$ cat src/rtl/spi_master.sv
// ---------------------------------------------------------------------------
// spi_master
//
// SPI bus master. Serializes a DATA_WIDTH-bit word onto dout (MSB first) and
// captures the same number of bits from din, driving csb and sclk under
// runtime-selectable CPOL/CPHA.
//
// Parameters
//   DATA_WIDTH  word length in bits (>= 2)
//   CLK_DIV     clk cycles per sclk half-period (>= 1)
//
// Ports
//   clk    in   system clock, rising edge
//   reset  in   asynchronous, active-high reset
//   CPOL   in   sclk idle level (hold stable while busy)
//   CPHA   in   0: sample on leading edge, 1: sample on trailing edge
//   start  in   request pulse, accepted only in IDLE
//   datai  in   transmit word, latched when start is accepted
//   datao  out  received word, valid from done until the next done
//   busy   out  high from acceptance until done, inclusive
//   done   out  one-cycle completion pulse
//   csb    out  active-low chip select
//   sclk   out  serial clock = CPOL ^ phase
//   dout   out  MOSI = transmit shift register MSB
//   din    in   MISO
//   hold   in   (only with SPI_MASTER_CSB_HOLD_EN) keep csb low after word
//
// Optional feature macro: SPI_MASTER_CSB_HOLD_EN
//   Adds the hold input. When hold=1 in the HOLD-state tick cycle, csb stays
//   low into IDLE and the next accepted start goes straight to SHIFT.
//
// Handshake: start is a level sampled on each rising edge; it is taken only
// when the FSM is in IDLE, anything else is dropped (never queued). done is a
// single-cycle pulse, and datao is stable from done until the next done.
// ---------------------------------------------------------------------------
module spi_master #(
    parameter int DATA_WIDTH = 16,
    parameter int CLK_DIV    = 4
) (
    input  logic                  clk,
    input  logic                  reset,
    input  logic                  CPOL,
    input  logic                  CPHA,
    input  logic                  start,
    input  logic [DATA_WIDTH-1:0] datai,
    output logic [DATA_WIDTH-1:0] datao,
    output logic                  busy,
    output logic                  done,
    output logic                  csb,
    output logic                  sclk,
    output logic                  dout,
    input  logic                  din
`ifdef SPI_MASTER_CSB_HOLD_EN
    ,
    input  logic                  hold
`endif
);

    localparam int CW = (CLK_DIV > 1) ? $clog2(CLK_DIV) : 1;
    localparam int EW = $clog2(2 * DATA_WIDTH + 1);

    typedef enum logic [1:0] {
        S_IDLE  = 2'd0,
        S_SETUP = 2'd1,
        S_SHIFT = 2'd2,
        S_HOLD  = 2'd3
    } state_t;

    state_t                r_state;
    logic [CW-1:0]         r_cnt;
    logic [EW-1:0]         r_edge;
    logic [DATA_WIDTH-1:0] r_tx;
    logic [DATA_WIDTH-1:0] r_rx;
    logic [DATA_WIDTH-1:0] r_datao;
    logic                  r_phase;
    logic                  r_csb;
    logic                  r_busy;
    logic                  r_done;

    logic                  w_tick;
    logic                  w_lead;
    logic                  w_first;
    logic                  w_last;
    logic                  w_hold;
    logic [DATA_WIDTH-1:0] w_tx_shl;
    logic [DATA_WIDTH-1:0] w_rx_shl;

`ifdef SPI_MASTER_CSB_HOLD_EN
    assign w_hold = hold;
`else
    assign w_hold = 1'b0;
`endif

    assign w_tick   = (r_cnt == CW'(CLK_DIV - 1));
    // r_edge counts toggles already made; the next toggle is odd (leading)
    // when that count is even.
    assign w_lead   = ~r_edge[0];
    assign w_first  = (r_edge == '0);
    assign w_last   = (r_edge == EW'(2 * DATA_WIDTH - 1));
    assign w_tx_shl = {r_tx[DATA_WIDTH-2:0], 1'b0};
    assign w_rx_shl = {r_rx[DATA_WIDTH-2:0], din};

    always_ff @(posedge clk or posedge reset) begin
        if (reset) begin
            r_state <= S_IDLE;
            r_cnt   <= '0;
            r_edge  <= '0;
            r_tx    <= '0;
            r_rx    <= '0;
            r_datao <= '0;
            r_phase <= 1'b0;
            r_csb   <= 1'b1;
            r_busy  <= 1'b0;
            r_done  <= 1'b0;
        end else begin
            r_done <= 1'b0;
            r_cnt  <= (r_state == S_IDLE || w_tick) ? '0 : r_cnt + 1'b1;
            case (r_state)
                S_IDLE: begin
                    r_phase <= 1'b0;
                    if (start) begin
                        r_tx   <= datai;
                        r_rx   <= '0;
                        r_edge <= '0;
                        r_busy <= 1'b1;
                        r_csb  <= 1'b0;
                        // csb can only still be low here after a held word;
                        // the slave is already selected, so skip SETUP.
                        r_state <= r_csb ? S_SETUP : S_SHIFT;
                    end else begin
                        r_busy <= 1'b0;
                    end
                end
                S_SETUP: begin
                    if (w_tick) r_state <= S_SHIFT;
                end
                S_SHIFT: begin
                    if (w_tick) begin
                        r_phase <= ~r_phase;
                        r_edge  <= r_edge + 1'b1;
                        if (w_lead) begin
                            if (!CPHA)         r_rx <= w_rx_shl;
                            else if (!w_first) r_tx <= w_tx_shl;
                        end else begin
                            if (CPHA)          r_rx <= w_rx_shl;
                            else if (!w_last)  r_tx <= w_tx_shl;
                        end
                        if (w_last) r_state <= S_HOLD;
                    end
                end
                S_HOLD: begin
                    if (w_tick) begin
                        r_csb   <= ~w_hold;
                        r_datao <= r_rx;
                        r_done  <= 1'b1;
                        r_state <= S_IDLE;
                    end
                end
                default: r_state <= S_IDLE;
            endcase
        end
    end

    assign datao = r_datao;
    assign busy  = r_busy;
    assign done  = r_done;
    assign csb   = r_csb;
    assign sclk  = CPOL ^ r_phase;
    assign dout  = r_tx[DATA_WIDTH-1];

endmodule

$ cat config.mk
export PLATFORM = sky130hd
export DESIGN_NAME = spi_master
export DESIGN_NICKNAME = d
export VERILOG_FILES = /design/src/rtl/spi_master.sv
export SDC_FILE = /design/constraint.sdc
export NUM_CORES = 1
export LEC_CHECK = 0
export BUFFER_PORTS_ARGS = -buffer_cell sky130_fd_sc_hd__buf_2
export CAP_MARGIN = 10
export CORE_ASPECT_RATIO = 1.75
export CORE_MARGIN = 2
export CORE_UTILIZATION = 55
export CTS_CLUSTER_SIZE = 28
export DETAILED_ROUTE_END_ITERATION = 8
export PLACE_DENSITY = 0.89
export SKIP_LAST_GASP = 1
export SLEW_MARGIN = 25
export SYNTH_ARGS = -nofsm -noshare
export SYNTH_HDL_FRONTEND = slang
export SYNTH_SLANG_ARGS = --single-unit
$ cat constraint.sdc
create_clock -name clk -period 2.85 [get_ports clk]
set_clock_uncertainty 0.2 [all_clocks]
set_input_delay 0.1425 -clock clk [delete_from_list [all_inputs] [get_ports clk]]
set_output_delay 0.1425 -clock clk [all_outputs]
set_load 0.005 [all_outputs]
### After elaboration in Yosys (flattened, before gate mapping)

Cells that the tools add are included.

* output and inout bits: 21
* flip-flop bits (word level): 62
* bits of input ports: 22

* mux-type cells: 33
* eq/ne operators: 16
* reductions and logical operators: 12
* bitwise operators: 2
* add/sub/neg operators: 2

Operators by type and width (number)
* 16-bit two-way mux: 12
* 16-bit case mux with 2 select lines: 2
* 3-bit != test (second input constant): 6
* 2-bit two-way mux: 7
* 6-bit two-way mux: 2
* 6-bit case mux with 2 select lines: 1
* 2-bit != test (second input constant): 5
* 5-bit AND reduction: 2
* 2-bit case mux with 4 select lines: 1
* 7-bit AND reduction: 1
* 6-bit by 1-bit adder with 6-bit output (second input constant): 1
* 2-bit == test (second input constant): 3
* 6-bit by 5-bit == test with 1-bit output (second input constant): 1
* 6-bit zero test: 1
* 1-bit two-way mux: 6
* 3-bit AND reduction: 2
* 1-bit case mux with 2 select lines: 2
* 2-bit AND reduction: 2
* 2-bit nonzero test: 2
* 2-bit by 1-bit adder with 2-bit output (second input constant): 1
* 2-bit by 1-bit == test with 1-bit output (second input constant): 1
* 2-bit zero test: 1
* 1-bit logical OR: 1
* 1-bit NOT: 1
* 1-bit XOR: 1

### Logic depth before layout (Yosys ltp)

Gate-level depths: netlist of the first run.

* depth after elaboration: 6
* gate-level depth with buffers: 8

### Worst setup path before layout of the first run

Ideal clock, no wire load.

* path type: flip-flop to flip-flop
* start point: register r_state[0]
* end point: register r_tx[0]
* data required time: 2.525 ns
* setup slack: 0.705 ns
* buffers on the path: 3
* clock period less this slack: 2.145 ns
* cell stages (with the launch flop): 9
* arrival: 1.820 ns
* cell sequence: dfrtp_1 > inv_1 > ha_1 > buf_6 > mux2_2 > o311a_1 > buf_6 > buf_12 > mux2_4

* word-level cells in the longest chain between the ends: 3
* elaborated cells between the ends (all ways): 11
* classes of those cells: eq/ne: 7; mux: 1; reduce/logical: 3

Ends and longest elaborated chain
* start: declaration: RTL line 69 `state_t r_state;`
* start signal: assignment: RTL line 129 `r_state <= r_csb ? S_SETUP : S_SHIFT;`
* 2-bit == test or 2-bit zero test (tied branches): RTL line 118 `case (r_state)`
* 3-bit != test (no line) (tied with other cells)
* 7-bit AND reduction (no line)
* end signal: assignment: RTL line 122 `r_tx <= datai;`
* end signal: assignment: RTL line 143 `else if (!w_first) r_tx <= w_tx_shl;`
* end signal: assignment: RTL line 146 `else if (!w_last) r_tx <= w_tx_shl;`
* end: declaration: RTL line 72 `logic [DATA_WIDTH-1:0] r_tx;`

Parallel ways exist; a longest one is shown, timed or not.
A chain may end at the register's enable or synchronous reset.

### Final worst setup path of the first run

* start point: register r_state[1]
* end point: register r_tx[12]

The elaborated chain is that of the path after synthesis.

==> results of run 1 <==
-- how the worst max path moves through the flow --
stage | from | endpoint | cells after the start
floorplan | r_state[0]$_DFFE_PP0P_ | r_tx[0]$_DFFE_PP0P_ | 8
global placement | r_state[0]$_DFFE_PP0P_ | r_tx[9]$_DFFE_PP0P_ | 6
detailed placement | r_state[1]$_DFFE_PP0P_ | r_tx[12]$_DFFE_PP0P_ | 6
CTS | r_state[1]$_DFFE_PP0P_ | r_tx[12]$_DFFE_PP0P_ | 6
global route | r_state[1]$_DFFE_PP0P_ | r_tx[12]$_DFFE_PP0P_ | 6
finish | r_state[1]$_DFFE_PP0P_ | r_tx[12]$_DFFE_PP0P_ | 6
-- metrics by stage --
step,cell area [sq um],hold slack (ns)
6_report,3580,0.182
3_3_place_gp,3140,-0.0266
5_1_grt,3580,0.225
4_1_cts,3580,0.163
3_5_place_dp,3140,-0.0195
2_1_floorplan,2920,0.0814
-- synth_stat cells --
library cell	count
dfrtp_1	61
nand2_1	39
mux2_2	38
o21ai_0	20
inv_1	11
mux2_4	10
ha_1	7
nor2_1	6
mux2i_1	5
buf_2	4
buf_6	4
xor2_1	4
clkbuf_1	3
nand4_1	3
xnor2_1	3
a2bb2oi_1	2
nand3_1	2
nor3_1	2
a21boi_0	1
a21oi_1	1
a21oi_2	1
a32oi_1	1
and2_1	1
and2_2	1
and2b_1	1
and2b_2	1
and3_4	1
and4bb_2	1
buf_12	1
dfstp_2	1
nand2b_1	1
nor3b_1	1
o211ai_1	1
o21bai_1	1
o311a_1	1
-- cells by family (layout without fill, tap and decap cells) --
| family | count (synthesis) | after routing | share of synthesized area, % |
|---|---|---|---|
| DFF | 62 | 62 | 53.3 |
| xor gates and xnor gates | 7 | 7 | 2.10 |
| and+or+nand+nor | 60 | 60 | 9.44 |
| adders and majority gates | 7 | 7 | 3.00 |
| AOI/OAI and AO/OA | 29 | 29 | 5.92 |
| muxes | 53 | 53 | 21.5 |
| buffers and inverters | 23 | 92 | 4.72 |
-- report_power, final --
part	total, mW	internal, mW	switching, mW
Sequential	1.26	1.11	0.148
Clock	0.981	0.648	0.333
Combinational	1.34	0.697	0.646
Total	3.58	2.45	1.13
-- registers in the layout, indices dropped and copies added, names as in the netlist --
signal,flops
busy,1
csb,1
datao,16
done,1
r_cnt,2
r_edge,6
r_phase,1
r_rx,16
r_state,2
r_tx,16
-- layer usage --
metal | routed length [microns] | global-route usage, % | part of all wire [%]
met1 | 2290 | 24.2 | 41
met2 | 2990 | 35.0 | 53
met3 | 166 | 4.25 | 3.0
met4 | 173 | 13.6 | 3.1
met5 | 0 | 0 | 0
-- critical path, stage by stage (launching register included) --
cell	delay (ns)
dfrtp_1	0.40
inv_1	0.11
ha_1	0.39
mux2_2	0.32
o311a_1	0.20
buf_4	0.28
mux2_2	0.37
-- final cells by class --
| type | instances | area (sq um) | area share, % |
|---|---|---|---|
| flip-flops and latches | 62 | 1550 | 43.4 |
| repair buffers | 66 | 438 | 12.2 |
| well taps | 55 | 68.8 | 1.92 |
| multi-input cells | 156 | 1220 | 34.2 |
| clock buffers | 12 | 165 | 4.61 |
| clock inverters | 3 | 90.1 | 2.52 |
| inverters | 11 | 41.3 | 1.15 |
-- cell usage in the layout, fill, tap and decap left out, types with 2 or more instances in the layout --
| cell type | n |
|---|---|
| mux2i_1 | 5 |
| o21ai_0 | 20 |
| nand4_1 | 3 |
| nor2_1 | 6 |
| ha_1 | 7 |
| inv_1 | 10 |
| a2bb2oi_1 | 2 |
| xor2_1 | 4 |
| buf_2 | 42 |
| xnor2_1 | 3 |
| dlygate4sd3_1 | 19 |
| nand3_1 | 2 |
| nand2_1 | 39 |
| mux2_2 | 38 |
| clkbuf_8 | 12 |
| mux2_4 | 10 |
| buf_4 | 5 |
| nor3_1 | 2 |
| dfrtp_1 | 61 |
| bufinv_16 | 3 |
-- repair_timing --
item	CTS	global route
hold buffers	19	0
buffers inserted	0	0
endpoints found under the hold margin	41	0
==> flow_summary.json, run 1 <==
{
  "synth_cell_type_count": 35,
  "antenna_cells": 0,
  "cts_tree": "built",
  "vias": 1967,
  "track_usage_pct": 21.2,
  "fin_crit_sh_pct": 83.9,
  "regToRegStartpoint": "r_state[1]$_DFFE_PP0P_",
  "setup_slack_ns": 0.458,
  "outcome": "finished clean",
  "fin_tns_setup_ns": 0,
  "wirelength_microns": 5620,
  "core_sq_um": 5170,
  "via_per_inst": 5.39,
  "power_leakage_nw": 1.77,
  "fill_cells": 379,
  "portBuffers": 42,
  "period_needed_ns": 2.39,
  "initial_utilization_pct": 56.4,
  "cp_max_fo": 16,
  "cp.required_ns": 2.88,
  "wire_per_inst_microns": 15.4,
  "hold_class": "in2async",
  "clockRootBuffer": "clkbuf_8",
  "grt_first_pass_wirelength_microns": 9200,
  "utilization_pct": 69.3,
  "dr.pass1.iters": 4,
  "antenna_found_initial": 0,
  "placed_cells": 331,
  "cts_sinks": 62,
  "clk_latency_ns": 0.34,
  "synth_nets": 270,
  "cts_buffers": 9,
  "dieArea_sq_um": 5920,
  "cts.repair.resized": 0,
  "setup_viol": 0,
  "ys_seq_area_share_pct": 53.3,
  "end_kind": "flip-flop",
  "syn_inst": 241,
  "r2r_slack_ns": 0.46,
  "path_class": "reg2reg",
  "rsz0062_at_grt": "no",
  "finalMaxSlewViolations": 0,
  "synth_seq_cells": 62,
  "cp-start-kind": "flip-flop",
  "rows": 35,
  "gp_congestion": 0.919,
  "synth.top_cells.by_area": "dfrtp_1 (52%), mux2_2 (15%), mux2_4 (5.2%)",
  "syn_area_sq_um": 2920,
  "finalHoldViolCount": 0,
  "r2r-end": "r_tx[12]$_DFFE_PP0P_",
  "fin_nets": 335,
  "grt_max_degree": 41,
  "drc_errors": 0,
  "dp_hpwl_microns": 3660,
  "max_cap_viol_count": 0,
  "ys_warn_count": 0,
  "worstMarginPinSlew_ns": 0.724,
  "cts.path.max_buffers": 2,
  "max_freq_mhz": 418,
  "power.density_nw_per_um2": 1000,
  "reg2reg_depth": 6,
  "stdcell_count": 365,
  "ir_drop_mv": 0.656,
  "pre_cts_ws_ns": 0.471,
  "synth_top_area_share_pct": 52.4,
  "power_mw": 3.58,
  "syn_area_per_cell_sq_um": 12.1,
  "syn2layout_area_growth_pct": 22.8,
  "ant_nets": 0,
  "io_pins": 43,
  "drive_above_1_share_pct": 37.7,
  "drtIter0Drc": 41,
  "path_clk_slew_ns": 0.07,
  "slew_headroom_pct": 51.6,
  "dieHeight_microns": 100,
  "crit_arrival_ns": 2.42,
  "gr-total-overflow": 0,
  "netlist.top_cell.by_area": "dfrtp_1",
  "htree_levels": 3,
  "grt_pass1_vias": 2016,
  "die_x_microns": 59.0
}
Note: power is estimated with default switching activity, not from simulation.
==> run 2, diff against run 1 <==
--- a/config.mk
+++ b/config.mk
@@ -5,6 +5,7 @@
 export SDC_FILE = /design/constraint.sdc
 export NUM_CORES = 1
 export LEC_CHECK = 0
+export ABC_AREA = 1
 export BUFFER_PORTS_ARGS = -buffer_cell sky130_fd_sc_hd__buf_2
 export CAP_MARGIN = 10
 export CORE_ASPECT_RATIO = 1.75
==> constraint.sdc (replaced) <==
create_clock -name clk -period 2.45 [get_ports clk]
set_clock_uncertainty 0.2 [all_clocks]
set_input_delay 0.1225 -clock clk [delete_from_list [all_inputs] [get_ports clk]]
set_output_delay 0.1225 -clock clk [all_outputs]
set_load 0.005 [all_outputs]
==> run 2 against run 1 <==
  * Global-route usage grew 2.9 points
  * Power grew 5.9%
  * Final cell count grew 28%
  * Register-to-register slack lost 0.21 ns
  * Combinational power grew 7%
==> flow_summary.json, run 2 <==
{
  "drtIter0Drc": 131,
  "syn2layout_area_growth_pct": 21.4,
  "met3_usage_pct": 6.29,
  "core_sq_um": 5210,
  "synth_cell_type_count": 30,
  "syn_area_per_cell_sq_um": 8.45,
  "portBuffers": 42,
  "ys.flop_type": "dfrtp_1",
  "clk_latency_ns": 0.34,
  "synth_top_area_share_pct": 51.9,
  "finalHoldViolCount": 0,
  "layout_commonest_cell": "nand2_1",
  "place_area_sq_um": 3170,
  "via_per_inst": 5.32,
  "grt.busiest_layer": "met2",
  "netlist.top_cell.by_area": "dfrtp_1",
  "ant_nets": 0,
  "synth_seq_cells": 62,
  "antenna_found_initial": 0,
  "crit_arrival_ns": 2.21,
  "synth_most_common_cell": "nand2_1",
  "synth_nets": 377,
  "cts.path.max_buffers": 2,
  "io_pins": 43,
  "gp_congestion": 0.848,
  "clockRootBuffer": "clkbuf_8",
  "cts_sinks": 62,
  "slew_headroom_pct": 55.3,
  "path_clk_slew_ns": 0.07,
  "ys_warn_count": 0,
  "finalMaxSlewViolations": 0,
  "grt_pass1_vias": 2534,
  "worstMarginPinSlew_ns": 0.670,
  "outcome": "finished clean",
  "ys_seq_area_share_pct": 52.8,
  "cp.required_ns": 2.45,
  "hold_class": "in2reg",
  "setup_viol": 0,
  "synth_edf_count": 0,
  "dp_hpwl_microns": 4160,
  "max_freq_mhz": 453,
  "wirelength_microns": 6360,
  "rsz0062_at_grt": "no",
  "rows": 35,
  "die_x_microns": 59.3,
  "cp_max_fo": 20,
  "dieArea_sq_um": 5970,
  "track_usage_pct": 24.1,
  "fin_crit_sh_pct": 90.1,
  "gr-total-overflow": 0,
  "dr.pass1.iters": 4,
  "mostFrequentLayoutCells": "nand2_1 (115), dfrtp_1 (61), nand3_1 (42), buf_2 (42), o21ai_0 (41)",
  "design_area_sq_um": 3570,
  "fin_tns_setup_ns": 0,
  "max_cap_viol_count": 0,
  "cts_setup_buffers": 0,
  "cts_tree": "built",
  "vias": 2494,
  "period_needed_ns": 2.21,
  "fin_nets": 439,
  "drc_errors": 0,
  "syn_area_sq_um": 2940,
  "cp-start-kind": "flip-flop",
  "initial_utilization_pct": 56.4,
  "synthArstFlopShare_pct": 100,
  "dieHeight_microns": 101,
  "power_mw": 3.79,
  "drive_above_1_share_pct": 18.4,
  "cts.repair.resized": 0,
  "fin_hold_ws_ns": 0.165,
  "syn_inst": 348,
  "grt_max_degree": 35,
  "htree_levels": 3,
  "cts_buffers": 9,
  "ir_drop_mv": 0.534,
  "power_leakage_nw": 1.87,
  "antenna_cells": 0,
  "grt_first_pass_wirelength_microns": 10800,
  "wire_per_inst_microns": 13.6,
  "synth.top_cells.by_area": "dfrtp_1 (52%), nand2_1 (15%), nand3_1 (7.2%)",
  "end_kind": "flip-flop",
  "use_met2_pct": 40.3,
  "yosys-top-cells-count": "nand2_1 (115), dfrtp_1 (61), nand3_1 (42), o21ai_0 (41), inv_1 (34)",
  "power.density_nw_per_um2": 1060,
  "path_class": "reg2reg",
  "grtUsageMet1_pct": 27.3
}
run 2: stage by stage:
stage	std cells	util (%)	setup WS, ns
3_3_place_gp	434	60.8	0.340
2_1_floorplan	348	-	0.588
5_1_grt	469	68.5	0.0486
3_5_place_dp	434	60.8	0.196
4_1_cts	468	68.4	0.195
6_report	469	68.5	0.243
run 2: kinds of logic (layout without fill, tap and decap cells):
| group | Yosys count | in the layout | share of synthesized area [%] |
|---|---|---|---|
| simple gates | 180 | 181 | 27.6 |
| flops | 62 | 62 | 52.8 |
| buf+inv | 51 | 116 | 8.00 |
| compound gates | 46 | 46 | 8.00 |
| fa+ha+maj | 7 | 7 | 2.98 |
| xor+xnor | 2 | 2 | 0.596 |
run 2: path summary, 6_finish.rpt:
kind                                         from                    to  slack [ns]  cells past startpoint
max reg2reg                r_state[0]$_DFFE_PP0P_   r_rx[0]$_DFFE_PP0P_        0.24                      7
min                                          CPHA   r_tx[6]$_DFFE_PP0P_        0.17                      6
min in group asynchronous                   reset      busy$_DFFE_PP0P_        0.24                      3
max                        r_state[0]$_DFFE_PP0P_   r_rx[0]$_DFFE_PP0P_        0.24                      7
max in group asynchronous                   reset  datao[4]$_DFFE_PP0P_        1.21                      4
min reg2reg                    r_cnt[0]$_DFF_PP0_    r_cnt[0]$_DFF_PP0_        0.24                      1
run 2: report_power, final:
group          switching [mW]  internal [mW]  leakage [nW]
clock                   0.382          0.562         0.106
sequential              0.143           1.27         0.829
combinational           0.969          0.470         0.937
total                    1.49           2.30          1.87
run 2: layer usage:
layer / share of wire, % / routed length [microns] / vias to the layer above
li1: - / - / 1232
met1: 39 / 2500 / 1175
met2: 53 / 3370 / 66
met3: 4.3 / 272 / 21
met4: 3.4 / 217 / 0
met5: 0 / 0 / -
run 2: worst max-delay path: stages (launching register included):
cell     delay [ns]
dfrtp_1        0.39
inv_1          0.08
ha_1           0.29
buf_4          0.24
nand3_1        0.10
nand2_1        0.13
nor2_2         0.47
o21ai_0        0.16
run 2: final cells by class:
class	count	area, sq um
sequential	62	1550
inverter	35	136
tap	55	68.8
multi-input combinational	236	1160
clock buffer	10	128
clock inverter	5	75.1
fill	409	1640
timing repair buffer	66	450
run 2: repair_timing:
action / 4_1_cts / 5_1_grt
hold endpoints to repair: 47 / 0
hold buffers: 19 / 0
endpoints found under the setup margin: 0 / 10
==> run 3, diff against run 2 <==
--- a/config.mk
+++ b/config.mk
@@ -14,8 +14,8 @@
 export CTS_CLUSTER_SIZE = 28
 export DETAILED_ROUTE_END_ITERATION = 8
 export PLACE_DENSITY = 0.89
+export REMOVE_ABC_BUFFERS = 1
 export SKIP_LAST_GASP = 1
-export SLEW_MARGIN = 25
 export SYNTH_ARGS = -nofsm -noshare
 export SYNTH_HDL_FRONTEND = slang
 export SYNTH_SLANG_ARGS = --single-unit
==> run 3 against run 2 <==
  * Power increased by 3.0%
  * Sequential power about the same
  * Global-route usage decreased by 0.19 points
  * Highest routed layer unchanged
==> flow_summary.json, run 3 (synthesis gave the netlist of run 2 again) <==
{
  "min_path_cells": 6,
  "ir_drop_mv": 0.712,
  "via_per_inst": 5.35,
  "path_clk_slew_ns": 0.07,
  "outcome": "finished clean",
  "layout_commonest_cell": "nand2_1",
  "clk_latency_ns": 0.34,
  "reg2reg_depth": 8,
  "multi_input_area_sq_um": 1160,
  "fin_tns_setup_ns": 0,
  "rows": 35,
  "portBuffers": 42,
  "wirelength_microns": 6220,
  "gr-total-overflow": 0,
  "dr.pass1.iters": 4,
  "hold_class": "in2reg",
  "slew_headroom_pct": 62.6,
  "dieHeight_microns": 101,
  "finalHoldViolCount": 0,
  "die_x_microns": 59.3,
  "syn2layout_area_growth_pct": 22.3,
  "cts_tree": "built",
  "worstMarginPinSlew_ns": 0.561,
  "setup_slack_ns": 0.229,
  "power.density_nw_per_um2": 1090,
  "cts_buffers": 9,
  "grt_first_pass_wirelength_microns": 10600,
  "clockRootBuffer": "clkbuf_8",
  "vias": 2505,
  "seqCellArea_sq_um": 1550,
  "power_mw": 3.91,
  "fin_crit_sh_pct": 90.7,
  "crit_arrival_ns": 2.28,
  "dp_hpwl_microns": 3970,
  "cp_max_fo": 20,
  "grt_max_degree": 38,
  "path_class": "reg2reg",
  "dieArea_sq_um": 5970,
  "antenna_cells": 0,
  "fill_cells": 376,
  "gp_congestion": 0.858,
  "finalMaxSlewViolations": 0,
  "grt_pass1_vias": 2376,
  "antenna_found_initial": 0,
  "fin_nets": 438,
  "htree_levels": 3,
  "initial_utilization_pct": 56.4,
  "drc_errors": 0,
  "wire_per_inst_microns": 13.3,
  "max_freq_mhz": 450,
  "end_kind": "flip-flop",
  "max_cap_viol_count": 0,
  "power_leakage_nw": 1.88,
  "drtIter0Drc": 97,
  "rsz0062_at_grt": "no",
  "fin_hold_ws_ns": 0.145,
  "cts.path.max_buffers": 2,
  "mostFrequentLayoutCells": "nand2_1 (115), dfrtp_1 (61), nand3_1 (42), buf_2 (42), o21ai_0 (41)",
  "period_needed_ns": 2.22,
  "ant_nets": 0,
  "cp.required_ns": 2.51,
  "io_pins": 43,
  "drive_above_1_share_pct": 18.2,
  "cts_sinks": 62,
  "cp-start-kind": "flip-flop",
  "core_sq_um": 5210,
  "track_usage_pct": 23.9,
  "pre_cts_ws_ns": 0.218,
  "setup_viol": 0,
  "cts_setup_buffers": 0
}
[run 3: changes by cell type in the layout (fill, tap and decap cells not counted), sizes merged]
cell	before	now
clkinv	3	1
buf	47	46
bufinv	2	3
clkbuf	10	11
[run 3: metal layers]
layer / up-vias / track usage (%) / wire [microns] / share of wire, %
met5: - / 0 / 0 / 0
met4: 0 / 11.9 / 188 / 3.0
met3: 19 / 7.57 / 301 / 4.8
met2: 83 / 39.3 / 3270 / 53
met1: 1169 / 27.2 / 2450 / 39
li1: 1234 / - / - / -
[run 3: final timing paths]
check | end | from | slack (ns)
worst max-delay path | r_rx[0]$_DFFE_PP0P_ | r_state[0]$_DFFE_PP0P_ | 0.23
worst min-delay path | r_tx[8]$_DFFE_PP0P_ | CPHA | 0.15
worst max register to register | r_rx[0]$_DFFE_PP0P_ | r_state[0]$_DFFE_PP0P_ | 0.23
worst min register to register | r_cnt[0]$_DFF_PP0_ | r_cnt[0]$_DFF_PP0_ | 0.24
max in group asynchronous | csb$_DFFE_PP1P_ | reset | 1.21
min in group asynchronous | r_tx[8]$_DFFE_PP0P_ | reset | 0.19
[run 3: where the power goes]
group          total, mW  switching (mW)  leakage [nW]  internal (mW)
clock network       1.08           0.382         0.119          0.696
logic               1.41           0.952         0.932          0.459
registers           1.42           0.149         0.829           1.27
[run 3: repair_timing]
action,4_1_cts,5_1_grt
resized for setup,0,0
endpoints found under the setup margin,0,7
endpoints found under the hold margin,43,0
hold buffers,19,0
[run 3: metrics by stage]
step / cell area, sq um / std cells / util [%]
finish: 3590 / 468 / 69.0
global route: 3590 / 468 / 69.0
CTS: 3590 / 467 / 68.9
detailed placement: 3160 / 433 / 60.7
global placement: 3160 / 433 / 60.7
floorplan: 2840 / 332 / -
[run 3: cell type report]
type                    count  area share (%)
flip-flops and latches     62            43.2
repair buffers             65            12.3
clock buffers              11            3.93
well taps                  55            1.91
multi-input cells         236            32.2
clock inverters             4            2.65
inverters                  35            3.79
[run 3: critical path, stage by stage, from the launching register on]
cell and delay, ns:
dfrtp_1 0.41, inv_1 0.08, ha_1 0.29, buf_4 0.24, nand3_1 0.10, nand2_1 0.13, nor2_2 0.45, nand3_1 0.12
o21ai_0 0.10
